--- src/rtl/fifo_ctrl_pkg.sv ---
// Shared sizing for the FIFO controller, its register file and the FIFO top level.
package fifo_ctrl_pkg;

  localparam int WIDTH_DEF     = 4;
  localparam int WORD_LINE_DEF = 3;
  localparam int DEPTH_DEF     = 1 << WORD_LINE_DEF;

  function automatic int depth_of(input int word_line);
    return 1 << word_line;
  endfunction

endpackage

--- src/rtl/fifo_ctrl_if.sv ---
// Register-file port bundle: one write port and asynchronous read port 0.
interface fifo_ctrl_if
  import fifo_ctrl_pkg::*;
#(
  parameter int WIDTH     = WIDTH_DEF,
  parameter int WORD_LINE = WORD_LINE_DEF
);

  logic                 rf_we;
  logic [WORD_LINE-1:0] rf_wa;
  logic [WIDTH-1:0]     rf_wd;
  logic [WORD_LINE-1:0] rf_ra0;
  logic [WIDTH-1:0]     rf_rd0;

  modport master (output rf_we, output rf_wa, output rf_wd, output rf_ra0, input rf_rd0);
  modport slave  (input rf_we, input rf_wa, input rf_wd, input rf_ra0, output rf_rd0);

endinterface

--- src/rtl/fifo_ctrl_edge_pulse.sv ---
// Synchronises a slow level input and emits one pulse per rising edge.
module fifo_ctrl_edge_pulse (
  input  logic clk,
  input  logic rst_n,
  input  logic x,
  output logic pulse
);

  logic s1_r;
  logic s2_r;
  logic s3_r;

  // synchroniser plus one delay stage for edge detection
  always_ff @(posedge clk or negedge rst_n) begin
    if (!rst_n) begin
      s1_r <= 1'b0;
      s2_r <= 1'b0;
      s3_r <= 1'b0;
    end else begin
      s1_r <= x;
      s2_r <= s1_r;
      s3_r <= s2_r;
    end
  end

  assign pulse = s2_r & ~s3_r;

endmodule

--- src/rtl/fifo_ctrl.sv ---
// Circular FIFO controller driving an external 2-read/1-write register file.
module fifo_ctrl
  import fifo_ctrl_pkg::*;
#(
  parameter int WIDTH     = WIDTH_DEF,
  parameter int WORD_LINE = WORD_LINE_DEF
) (
  input  logic                 clk,
  input  logic                 rst_n,
  input  logic                 en_in,
  input  logic                 en_out,
  input  logic [WIDTH-1:0]     din,
  output logic [WIDTH-1:0]     dout,
  output logic                 dout_vld,
  output logic                 full,
  output logic                 empty,
  output logic [WORD_LINE:0]   count,
  output logic                 err,
  fifo_ctrl_if.master          rf
);

  localparam int CW = WORD_LINE + 1;
  localparam logic [CW-1:0] DEPTH_CNT = CW'(depth_of(WORD_LINE));

  logic                 push_p_s;
  logic                 pop_p_s;
  logic                 do_push_s;
  logic                 do_pop_s;
  logic                 full_s;
  logic                 empty_s;
  logic [CW-1:0]        count_nxt_s;
  logic [WORD_LINE-1:0] head_r;
  logic [WORD_LINE-1:0] tail_r;
  logic [CW-1:0]        count_r;
  logic [WIDTH-1:0]     dout_r;
  logic                 dout_vld_r;
  logic                 err_r;

  fifo_ctrl_edge_pulse u_push_pulse (.clk(clk), .rst_n(rst_n), .x(en_in),  .pulse(push_p_s));
  fifo_ctrl_edge_pulse u_pop_pulse  (.clk(clk), .rst_n(rst_n), .x(en_out), .pulse(pop_p_s));

  // flags as they stand at the start of the cycle gate both operations
  assign full_s    = (count_r == DEPTH_CNT);
  assign empty_s   = (count_r == CW'(0));
  assign do_push_s = push_p_s & ~full_s;
  assign do_pop_s  = pop_p_s & ~empty_s;

  // occupancy update for every push/pop combination
  always_comb begin
    count_nxt_s = count_r;
    case ({do_push_s, do_pop_s})
      2'b10:   count_nxt_s = count_r + CW'(1);
      2'b01:   count_nxt_s = count_r - CW'(1);
      default: count_nxt_s = count_r;
    endcase
  end

  // pointers, occupancy, popped data and status pulses
  always_ff @(posedge clk or negedge rst_n) begin
    if (!rst_n) begin
      head_r     <= '0;
      tail_r     <= '0;
      count_r    <= '0;
      dout_r     <= '0;
      dout_vld_r <= 1'b0;
      err_r      <= 1'b0;
    end else begin
      count_r    <= count_nxt_s;
      dout_vld_r <= do_pop_s;
      err_r      <= (push_p_s & full_s) | (pop_p_s & empty_s);
      if (do_push_s) begin
        tail_r <= tail_r + WORD_LINE'(1);
      end
      if (do_pop_s) begin
        head_r <= head_r + WORD_LINE'(1);
        dout_r <= rf.rf_rd0;
      end
    end
  end

  assign rf.rf_we  = do_push_s;
  assign rf.rf_wa  = tail_r;
  assign rf.rf_wd  = din;
  assign rf.rf_ra0 = head_r;

  assign dout     = dout_r;
  assign dout_vld = dout_vld_r;
  assign err      = err_r;
  assign count    = count_r;
  assign full     = full_s;
  assign empty    = empty_s;

endmodule

--- src/flat_wrapper.sv ---
// flat-port wrapper written by rule: the top's interface ports become plain ports
module fifo_ctrl_flat import fifo_ctrl_pkg::*;
#(
  parameter int WIDTH     = WIDTH_DEF,
  parameter int WORD_LINE = WORD_LINE_DEF
)
  (clk, rst_n, en_in, en_out, din, dout, dout_vld, full, empty, count, err, rf_rf_we, rf_rf_wa, rf_rf_wd, rf_rf_ra0, rf_rf_rd0);
  fifo_ctrl_if #(.WIDTH(WIDTH), .WORD_LINE(WORD_LINE)) rf_i ();
  input  logic clk;
  input  logic rst_n;
  input  logic en_in;
  input  logic en_out;
  input  logic [WIDTH-1:0] din;
  output logic [WIDTH-1:0] dout;
  output logic dout_vld;
  output logic full;
  output logic empty;
  output logic [WORD_LINE:0] count;
  output logic err;
  output wire logic [$bits(rf_i.rf_we)-1:0] rf_rf_we;
  output wire logic [$bits(rf_i.rf_wa)-1:0] rf_rf_wa;
  output wire logic [$bits(rf_i.rf_wd)-1:0] rf_rf_wd;
  output wire logic [$bits(rf_i.rf_ra0)-1:0] rf_rf_ra0;
  input wire logic [$bits(rf_i.rf_rd0)-1:0] rf_rf_rd0;
  assign rf_rf_we = rf_i.rf_we;
  assign rf_rf_wa = rf_i.rf_wa;
  assign rf_rf_wd = rf_i.rf_wd;
  assign rf_rf_ra0 = rf_i.rf_ra0;
  assign rf_i.rf_rd0 = rf_rf_rd0;
  fifo_ctrl #(.WIDTH(WIDTH), .WORD_LINE(WORD_LINE)) u_core (.clk(clk), .rst_n(rst_n), .en_in(en_in), .en_out(en_out), .din(din), .dout(dout), .dout_vld(dout_vld), .full(full), .empty(empty), .count(count), .err(err), .rf(rf_i));
endmodule
--- config.mk ---
export PLATFORM = sky130hd
export DESIGN_NAME = fifo_ctrl_flat
export DESIGN_NICKNAME = d
export VERILOG_FILES = /design/src/rtl/fifo_ctrl_pkg.sv /design/src/rtl/fifo_ctrl_if.sv /design/src/rtl/fifo_ctrl_edge_pulse.sv /design/src/rtl/fifo_ctrl.sv /design/src/flat_wrapper.sv
export SDC_FILE = /design/constraint.sdc
export NUM_CORES = 1
export LEC_CHECK = 0
export CAP_MARGIN = 5
export CORE_AREA = 2 2 52 54
export DETAILED_ROUTE_END_ITERATION = 12
export DIE_AREA = 0 0 54 56
export HOLD_SLACK_MARGIN = 0.02
export PLACE_DENSITY = 0.79
export SYNTH_ARGS = -nofsm -noshare
export SYNTH_HDL_FRONTEND = slang
export SYNTH_SLANG_ARGS = --single-unit
export TNS_END_PERCENT = 1
--- constraint.sdc ---
create_clock -name clk -period 3.25 [get_ports clk]
set_input_delay 0.975 -clock clk [delete_from_list [all_inputs] [get_ports clk]]
set_output_delay 0.975 -clock clk [all_outputs]
set_load 0.02 [all_outputs]
==> key figures <==
Drt
  – Routed WL per cell: 14.1 um
  – Initial DRC count: 11
  – Post-detailed-routing wire length: 1850 um
  – DRC: 0
  – Routed Antenna Nets: 0
  – Via density: 5.19
  – Via count: 680
  – TritonRoute pass-1 iters: 4

Timing
  – Slew HR: 72.5%
  – RSZ-0062 raised after global routing: no
  – Fmax: 332 MHz
  – Clock Skew: 6.29 ps
  – Tcrit/Tclk final: 92.8%
  – Max-slew violations: 0
  – Least-Margin Pin Slew: 412 ps
  – Hold Fails Final Rpt: 0
  – Setup violators final: 0
  – Post-route minimum period: 3020 ps
  – Setup TNS: 0 ps
  – Final hold slack: 367 ps

Cells and area
  – Area Overhead vs Synth: 30.5%
  – Fill cells: 193
  – Finished Cell Area: 1370 um2
  – Final net count: 120
  – Register Area: 551 um2
  – Antenna cell count: 0
  – Area of the multi-input gates: 435 um2
  – Fin cells: 131
  – Fraction of layout cells with a size suffix above 1: 16.8%
  – Final core utilization: 56.2%

Floorplan
  – Boundary pin count: 35
  – Core Rows: 18
  – Core ar.: 2430 um2
  – Die Ht: 56 um
  – Die area: 3020 um2
  – Initial Util: 43.1%
  – Die width: 54 um

Setup path
  – Critical path startpoint category: flop
  – WP data arrival: 2040 ps
  – Worst reg-to-reg setup slack: 530 ps
  – Req. time, crit path: 2270 ps
  – Critical path endpoint category: output pin
  – Largest fanout on the critical path: 8
  – WS Path Type: flop to output pin

Yosys
  – Synth area leader: dfrtp_1
  – Sequential share of the synthesized area: 52.6%
  – YS warnings: 0
  – Syn_nets: 94
  – Synthesized flop and latch total: 22
  – Syn Inst Count: 76
  – Syn_area_per_cell: 13.8 um2
  – Post-synthesis cell type count: 29
  – Yosys top cell area share: 52.6%
  – Synthesized area: 1050 um2
  – Synth top area cells: dfrtp_1, mux2_2, ha_1

Global route
  – Vias in the first global route: 724
  – Global-route wire length before repair: 3220 um
  – Initial antenna violation count: 0
  – Gr usage total: 14.3%
  – Largest net degree at the start of global routing: 23
  – Grt total ovfl: 0

Clock tree
  – Clock Pin Slew Worst Setup and Hold Paths: 130 ps
  – CTS tree: done
  – PostCTS Resize Cnt: 0
  – CTS Buffer Depth: 2
  – Post-CTS Setup Bufs: 0
  – Inserted Clock Buffers: 3
  – Clock sink total: 22
  – Skew-Pair Late Insertion Delay: 310 ps
  – Htree depth: 1
  – Post-CTS Hold Fix Bufs: 0
  – Root Driver: clkbuf_4

Placement
  – # port buffers: 26
  – Area after DPL: 1310 um2
  – GPL Wtd Cong: 0.742
  – Post-detail-place hpwl: 1370 um
  – Post-Place Cells: 127

Pwr
  – Pwr Density: 935 nW/um2
  – Leakage: 0.572 nW
  – Peak supply drop: 425 uV

Min path
  – Worst hold path type: flop to flop

Flow run
  – Max-cap violation count: 0

Run status
  – Status: finished, final reports clean
registers in the layout, indices dropped and copies added, names as in the netlist, 3 cells and up:
name,count
u_core.dout,4
u_core.rf.rf_wa,3
u_core.count,4
u_core.rf.rf_ra0,3
where the power goes:
group / leakage [nW] / internal (W) / total (W) / switching (W)
clock: 0.0279 / 0.000125 / 0.000211 / 0.0000866
sequential: 0.262 / 0.000363 / 0.000480 / 0.000117
combinational: 0.282 / 0.000308 / 0.000586 / 0.000278
per-layer routing:
layer	GRT usage, %	up-vias	wire [um]
met5	0	-	0
met4	4.64	0	5
met3	5.11	2	161
met2	22.3	25	908
met1	18.2	336	775
li1	-	317	-
per-stage QoR:
stage          setup slack, ps  power, W
2_1_floorplan              437  0.000824
3_3_place_gp               604   0.00106
3_5_place_dp               526   0.00108
4_1_cts                    208   0.00130
5_1_grt                    116   0.00137
6_report                   234   0.00128
final timing paths:
| path | startpoint | end | cells past startpoint |
|---|---|---|---|
| hold reg to reg | u_core.u_push_pulse.s1_r | u_core.u_push_pulse.s2_r | 0 |
| min in group asynchronous | rst_n | u_core.count[1] | 2 |
| setup / recovery | u_core.count[3] | rf_rf_we | 3 |
| max in group asynchronous | rst_n | u_core.dout[0] | 2 |
| setup reg to reg | u_core.count[3] | u_core.count[3] | 8 |
| hold / removal | u_core.u_push_pulse.s1_r | u_core.u_push_pulse.s2_r | 0 |
cells in the final DEF, fill, tap and decap left out, drive strengths merged, types with 2 or more instances in the layout:
cell / netlist / final
nor3b: 6 / 6
inv: 6 / 6
mux2: 7 / 7
nand3: 2 / 2
ha: 5 / 5
clkbuf: 1 / 3
a21oi: 2 / 2
xor2: 5 / 5
clkdlybuf4s50: 0 / 26
dfrtp: 22 / 22
nor4: 2 / 2
logic make-up after synthesis:
group           after synthesis  synth area share (%)
compound gates                7                  4.66
xor+xnor                      6                  5.02
simple gates                 15                  15.2
flops                        22                  52.6
buf+inv                      12                  5.85
mux                           8                  8.84
fa+ha+maj                     6                  7.89
critical path, cell delays in order, from the launching register on:
cell and delay, ps:
dfrtp_1 520, nor4b_4 200, nor3b_2 340, clkdlybuf4s50_1 670
synth_stat cells:
| cell type | n |
|---|---|
| mux2_4 | 1 |
| nor4bb_1 | 1 |
| xnor2_1 | 1 |
| mux2i_1 | 1 |
| nor3b_2 | 1 |
| dfrtp_1 | 22 |
| nor3b_4 | 1 |
| buf_4 | 4 |
| o21ai_0 | 1 |
| a2111o_1 | 1 |
| o211ai_1 | 1 |
| xor2_1 | 5 |
| ha_1 | 5 |
| o311ai_0 | 1 |
| and4bb_2 | 1 |
| clkbuf_1 | 1 |
| nor4_1 | 1 |
| nor4b_4 | 1 |
| a21oi_1 | 2 |
| nand2_1 | 1 |
| nor4_4 | 1 |
| inv_1 | 6 |
| or4b_1 | 1 |
| mux2_2 | 6 |
| a31oi_1 | 1 |
| buf_2 | 1 |
| fa_1 | 1 |
| nand3_1 | 2 |
| nor3b_1 | 4 |
layout make-up:
cell class	instances	share of cell area, %
clock buffer	3	1.65
clock inverter	1	2.20
inverter	6	1.65
multi-input combinational	42	31.9
sequential	22	40.3
tap	30	2.75
timing repair buffer	27	19.6
(Power assumes the default switching activity.)
